[config.mk]
export PLATFORM = sky130hd
export DESIGN_NAME = instruction_fetch_unit
export DESIGN_NICKNAME = d
export VERILOG_FILES = /design/src/rtl/instruction_fetch_unit.sv
export SDC_FILE = /design/constraint.sdc
export NUM_CORES = 1
export LEC_CHECK = 0
export BUFFER_PORTS_ARGS = -buffer_cell sky130_fd_sc_hd__buf_2
export CELL_PAD_IN_SITES_DETAIL_PLACEMENT = 1
export CELL_PAD_IN_SITES_GLOBAL_PLACEMENT = 2
export CORE_MARGIN = 2
export CORE_UTILIZATION = 34
export CTS_BUF_LIST = sky130_fd_sc_hd__clkbuf_4
export CTS_CLUSTER_DIAMETER = 40
export DETAILED_ROUTE_END_ITERATION = 16
export GPL_ROUTABILITY_DRIVEN = 1
export PLACE_DENSITY = 0.84
export SETUP_SLACK_MARGIN = 0.4
export SLEW_MARGIN = 20
export SYNTH_ARGS = -nofsm -noshare
export SYNTH_HDL_FRONTEND = slang
export SYNTH_SLANG_ARGS = --single-unit
[constraint.sdc]
create_clock -name CLK -period 5.82 [get_ports CLK]
set_input_delay 0 -clock CLK [delete_from_list [all_inputs] [get_ports CLK]]
set_output_delay 0 -clock CLK [all_outputs]
set_load 0.02 [all_outputs]
[src/rtl/instruction_fetch_unit.sv]
// -----------------------------------------------------------------------------
// instruction_fetch_unit
//
// Front-end fetch stage of the RV32IM pipeline. This block holds the program
// counter and drives the request/busywait handshake with instruction memory.
// It presents a registered instruction and its address to decode. It also
// absorbs one in-flight fetch into a skid buffer while decode is stalled, and
// it discards fetches that are still in flight when a branch/jump redirects
// the stream.
//
// Optional feature macro: FETCH_MISALIGN_TRAP_EN
//   defined   : a redirect to a target that is not word aligned raises the
//               sticky fetch_fault flag and halts fetching until RESET.
//   undefined : branch_target[1:0] is ignored (forced to 2'b00), and
//               fetch_fault is tied to 0.
//
// Ports
//   CLK            in   1   clock, rising edge
//   RESET          in   1   asynchronous active-high reset
//   stall          in   1   decode/hazard stall, output registers hold
//   branch_taken   in   1   redirect request from execute
//   branch_target  in  32   redirect address
//   imem_read      out  1   instruction memory read request
//   imem_address   out 32   instruction memory address (= next fetch PC)
//   imem_readdata  in  32   instruction memory read data
//   imem_busywait  in   1   memory not ready
//   INSTRUCTION    out 32   fetched instruction (NOP_INSTR when invalid)
//   PC             out 32   address of INSTRUCTION
//   PC_PLUS_4      out 32   PC + 4 (link value)
//   instr_valid    out  1   INSTRUCTION/PC hold a real instruction
//   fetch_fault    out  1   misaligned redirect trap (optional feature)
// -----------------------------------------------------------------------------
module instruction_fetch_unit #(
  parameter logic [31:0] RESET_PC  = 32'h0000_0000,
  parameter logic [31:0] NOP_INSTR = 32'h0000_0013
) (
  input  logic        CLK,
  input  logic        RESET,
  input  logic        stall,
  input  logic        branch_taken,
  input  logic [31:0] branch_target,
  output logic        imem_read,
  output logic [31:0] imem_address,
  input  logic [31:0] imem_readdata,
  input  logic        imem_busywait,
  output logic [31:0] INSTRUCTION,
  output logic [31:0] PC,
  output logic [31:0] PC_PLUS_4,
  output logic        instr_valid,
  output logic        fetch_fault
);

  // FETCH: requesting at r_pc. DRAIN: waiting out a request made before a
  // redirect. HOLD: skid buffer full while stalled. HALT: misaligned-redirect
  // trap (reachable only with FETCH_MISALIGN_TRAP_EN).
  typedef enum logic [1:0] {
    S_FETCH = 2'b00,
    S_DRAIN = 2'b01,
    S_HOLD  = 2'b10,
    S_HALT  = 2'b11
  } state_t;

  state_t      r_state;
  logic [31:0] r_pc;          // next fetch address
  logic        r_skid_valid;
  logic [31:0] r_skid_instr;
  logic [31:0] r_skid_pc;
  logic [31:0] r_instr;
  logic [31:0] r_pc_out;
  logic        r_instr_valid;

  logic        w_req_state;
  logic        w_complete;
  logic        w_outstanding;
  logic [31:0] w_pc_inc;
  logic [31:0] w_target;
  logic        w_misalign;

  // The request is decoded from the registered state. It is also gated by
  // RESET, so an asserted reset drops it at once instead of at the next edge.
  assign w_req_state   = (r_state == S_FETCH) || (r_state == S_DRAIN);
  assign imem_read     = w_req_state & ~RESET;
  assign imem_address  = r_pc;
  assign w_complete    = imem_read & ~imem_busywait;
  assign w_outstanding = imem_read &  imem_busywait;
  // Modulo-2^32 increment: 32'hFFFF_FFFC wraps to 0.
  assign w_pc_inc      = r_pc + 32'd4;

`ifdef FETCH_MISALIGN_TRAP_EN
  assign w_target   = branch_target;
  assign w_misalign = (branch_target[1:0] != 2'b00);
`else
  assign w_target   = branch_target & 32'hFFFF_FFFC;
  assign w_misalign = 1'b0;
`endif

  assign INSTRUCTION = r_instr;
  assign PC          = r_pc_out;
  assign PC_PLUS_4   = r_pc_out + 32'd4;
  assign instr_valid = r_instr_valid;

  // Fetch sequencer: state, PC, skid buffer and registered decode outputs.
  always_ff @(posedge CLK or posedge RESET) begin
    if (RESET) begin
      r_state       <= S_FETCH;
      r_pc          <= RESET_PC;
      r_skid_valid  <= 1'b0;
      r_skid_instr  <= NOP_INSTR;
      r_skid_pc     <= RESET_PC;
      r_instr       <= NOP_INSTR;
      r_pc_out      <= RESET_PC;
      r_instr_valid <= 1'b0;
    end else if (r_state == S_HALT) begin
      // Trapped: nothing valid is presented and nothing is fetched until reset.
      r_instr       <= NOP_INSTR;
      r_instr_valid <= 1'b0;
      r_skid_valid  <= 1'b0;
    end else if (branch_taken) begin
      // Redirect wins over stall and over a completing fetch. Any data that
      // arrives in this cycle belongs to the old stream and is dropped.
      r_instr       <= NOP_INSTR;
      r_instr_valid <= 1'b0;
      r_skid_valid  <= 1'b0;
      if (w_misalign) begin
        r_state <= S_HALT;
      end else begin
        r_pc <= w_target;
        // A request still pending must be drained before the target is
        // requested, or its late data would look like the target's.
        if (w_outstanding) begin
          r_state <= S_DRAIN;
        end else begin
          r_state <= S_FETCH;
        end
      end
    end else begin
      case (r_state)
        S_FETCH: begin
          if (w_complete) begin
            r_pc <= w_pc_inc;
            if (stall) begin
              // Decode cannot take it, so park the word. Requests stop while
              // the buffer is full.
              r_skid_instr <= imem_readdata;
              r_skid_pc    <= r_pc;
              r_skid_valid <= 1'b1;
              r_state      <= S_HOLD;
            end else begin
              r_instr       <= imem_readdata;
              r_pc_out      <= r_pc;
              r_instr_valid <= 1'b1;
              r_state       <= S_FETCH;
            end
          end else if (!stall) begin
            // Memory still busy: insert a bubble.
            r_instr       <= NOP_INSTR;
            r_instr_valid <= 1'b0;
          end else begin
            r_state <= S_FETCH;
          end
        end
        S_DRAIN: begin
          // Outputs already show a bubble from the redirect. Only the
          // completion of the stale request matters here.
          if (w_complete) begin
            r_state <= S_FETCH;
          end else begin
            r_state <= S_DRAIN;
          end
        end
        S_HOLD: begin
          if (!stall) begin
            r_instr       <= r_skid_instr;
            r_pc_out      <= r_skid_pc;
            r_instr_valid <= r_skid_valid;
            r_skid_valid  <= 1'b0;
            r_state       <= S_FETCH;
          end else begin
            r_state <= S_HOLD;
          end
        end
        default: begin
          r_state <= S_FETCH;
        end
      endcase
    end
  end

`ifdef FETCH_MISALIGN_TRAP_EN
  logic r_fault;

  // Sticky misaligned-redirect flag. Only reset clears it.
  always_ff @(posedge CLK or posedge RESET) begin
    if (RESET) begin
      r_fault <= 1'b0;
    end else if ((r_state != S_HALT) && branch_taken && w_misalign) begin
      r_fault <= 1'b1;
    end else begin
      r_fault <= r_fault;
    end
  end

  assign fetch_fault = r_fault;
`else
  assign fetch_fault = 1'b0;
`endif

endmodule

==> metrics.cfg <==
[pwr]
pwr-share-seq_pct = 46.4
power.leakage_uw = 0.00473
p_sw_share_pct = 41.0
switchingPower_uw = 1610
finalPower_uw = 3930
ir_drop_uv = 139
intPower_uw = 2320
power_frac_comb_pct = 36.4
p_per_area_nw_per_um2 = 391
clockPowerShare_pct = 17.2

[cts]
cts_tree = built
cts.sinks = 158
clock_latency_ns = 0.57
clk_pin_slew_ns = 0.16
htreeDepth = 4
cts_buffers = 17
clock_path_buffers = 2
cts.repair.resized = 0
cts_root_buf = clkbuf_4

[floorplanning]
die_h_um = 156
initial_core_util_pct = 34.7
die_x_um = 156
ios = 200
design.die.area_um2 = 24400
core_um2 = 22700
placementRows = 55

[worst_setup_path]
cpPeakStageDelay_ns = 0.76
worstPathRequired_ns = 5.82
critPathLaunchType = flip-flop
rrSetupSlack_ns = 2.69
path_cells = ha_1, nand3_1, nor4_1, nand4_1, nor2_1, xor2_1, buf_2
cp-end-kind = output port
cp.arrival_ns = 3.16
cp_slowest_cell = nor4_1
critPathMaxFanout = 6
crit_type = reg2out

[grt]
grt_util_met3_pct = 4.24
grt_overflow_total = 0
groute.usage.overall_pct = 18.9
grt_max_degree = 99
grt_pass1_vias = 6919
gr-usage-met1_pct = 24.1
grt.busiest_layer = met2
met2_usage_pct = 32.2
grt_antenna_before_repair = 3
grt_pass1_wl_um = 36500

[logic_synthesis]
synth.top_cells.by_count = 152 x dfrtp_1, 103 x nand2_1, 74 x o21ai_0
yosysTopAreaCell = dfrtp_1
muxShareOfSynthArea_pct = 14.1
yosysWarningCount = 0
syn_area_per_cell_um2 = 10.2
synth_most_common_cell = dfrtp_1
yosysUniqueCellTypes = 48
async_flop_share_pct = 100
synth-compound-area-share_pct = 13.8
synthFlopType = dfrtp_1
synth-simple-area-share_pct = 14.1
synth_edf_count = 0
synth_area_leaders = dfrtp_1 48%, mux2_2 5.9%, nand2_1 4.9%
syn-cell-area_um2 = 7880
ys_seq_area_share_pct = 50.3
synth_seq_cells = 158
synth_adder_area_share_pct = 0.318
synth_xor_area_share_pct = 3.11
syn_inst = 775
synth_top_family_by_area = multiplexers
yosysTopAreaCellShare_pct = 48.3

[layout]
layout.nets = 1082
drive_above_1_share_pct = 29.9
area_growth_syn_to_layout_pct = 27.3

[detailed_routing]
ant_nets = 0
avgViaCountPerCell = 5.11
first_pass_iters = 4
drc = 0
drt-wirelength-per-cell_um = 17.5
vias = 6702
drt_iter0_drc = 286
wl_um = 23000

[status]
status = finished clean

[placement]
dp_slack_ns = 3.17
dpl.hpwl_um = 15100
numPortBuffers = 190
globalplace.congestion = 0.770

[timing]
setup_ws_ns = 2.66
finalSetupTns_ns = 0
fin_crit_sh_pct = 54.3
fmax_mhz = 317
drv_slew = 0
hold_violations = 0
clock-skew-final_ns = 0.0234
relSlewSlack_pct = 30.3
period_minus_slack_ns = 3.16
rsz0062_at_grt = no
finalSetupViolCount = 0
tightestPinTransition_ns = 1.05

[min_path]
hp-class = in2reg

[job]
cap_violations = 0

[final cells by class]
type | instances | area, um^2
fill | 2686 | 12700
sequential | 158 | 3960
multi-input combinational | 549 | 3640
timing repair buffer | 269 | 1720
tap | 285 | 357
clock inverter | 15 | 151
clock buffer | 17 | 128
inverter | 16 | 65.1
antenna | 3 | 7.51
[sequential cells by signal (all words and copies together), names as in the netlist]
signal,flops
INSTRUCTION,32
r_skid_instr,32
instr_valid,1
PC,30
r_skid_pc,30
r_skid_valid,1
r_state,2
imem_address,30
[logic make-up after synthesis]
logic type,Yosys count
buf+inv,74
mux,96
other cells,1
fa+ha+maj,2
compound gates,181
xor+xnor,28
simple gates,235
flops,158
[routing by layer]
metal	part of all wire [%]	vias up
met5	0	-
met4	1.8	0
met3	4.1	27
met2	49	139
met1	45	3299
li1	-	3237
[metrics by stage]
step	util, %	std cells	instance area [um^2]	hold WS, ns
floorplan	-	781	7900	0.0749
global placement	39.7	1205	9030	0.247
detailed placement	39.7	1205	9030	0.253
CTS	44.1	1309	10000	0.141
global route	44.2	1312	10000	0.154
finish	44.2	1312	10000	0.205
[worst max-delay path: cells and delay by family, from the launching register on]
kind	cells	cell delay, ns
flip-flops	1	0.47
adder cells (fa/ha/maj)	1	0.22
buffers and inverters	1	0.17
AND/OR/NAND/NOR	4	1.59
XOR/XNOR	1	0.14
[layout by cell type, fill, tap and decap left out, types with 6 or more instances in the layout]
| master | synthesis | layout |
|---|---|---|
| nand2_1 | 103 | 103 |
| and4_1 | 8 | 8 |
| buf_2 | 6 | 190 |
| nor3_1 | 9 | 8 |
| inv_1 | 16 | 15 |
| a22oi_1 | 34 | 34 |
| conb_1 | 1 | 7 |
| xnor2_1 | 15 | 15 |
| a21oi_1 | 30 | 29 |
| mux2_4 | 20 | 20 |
| mux2_2 | 41 | 41 |
| buf_4 | 7 | 7 |
| nor4_1 | 10 | 10 |
| mux2i_1 | 35 | 35 |
| inv_6 | 0 | 6 |
| o21ai_0 | 74 | 74 |
| xor2_1 | 13 | 13 |
| nand2b_1 | 6 | 6 |
| dfstp_2 | 6 | 6 |
| and3_1 | 10 | 10 |
| clkbuf_4 | 0 | 17 |
| dlygate4sd3_1 | 0 | 72 |
| nand3_1 | 24 | 24 |
| nor2_1 | 41 | 41 |
| dfrtp_1 | 152 | 152 |
| nand4_1 | 12 | 12 |
| o22ai_1 | 22 | 22 |
[power groups by stage]
stage               Combinational [uW]  Sequential (uW)  Clock, uW
finish                            1430             1820        674
floorplan                          811             1930          0
global placement                  1360             1830          0
CTS                               1450             1820        698
global route                      1560             1890        736
detailed placement                1400             1850          0
[path summary, 6_finish.rpt]
check | from | to | cells past startpoint
min in group asynchronous | RESET | instr_valid | 3
worst max-delay path | PC[2] | PC_PLUS_4[22] | 7
worst max register to register | r_state[1] | imem_address[16] | 7
max in group asynchronous | RESET | PC[28] | 4
worst min register to register | INSTRUCTION[0] | INSTRUCTION[0] | 2
worst min-delay path | imem_readdata[17] | r_skid_instr[17] | 3
[timing repair]
action | in CTS | in global routing
endpoints found under the hold margin | 188 | 0
setup buffers | 0 | 0
hold buffers | 72 | 0
No activity file was read; power rests on OpenSTA's default activity.
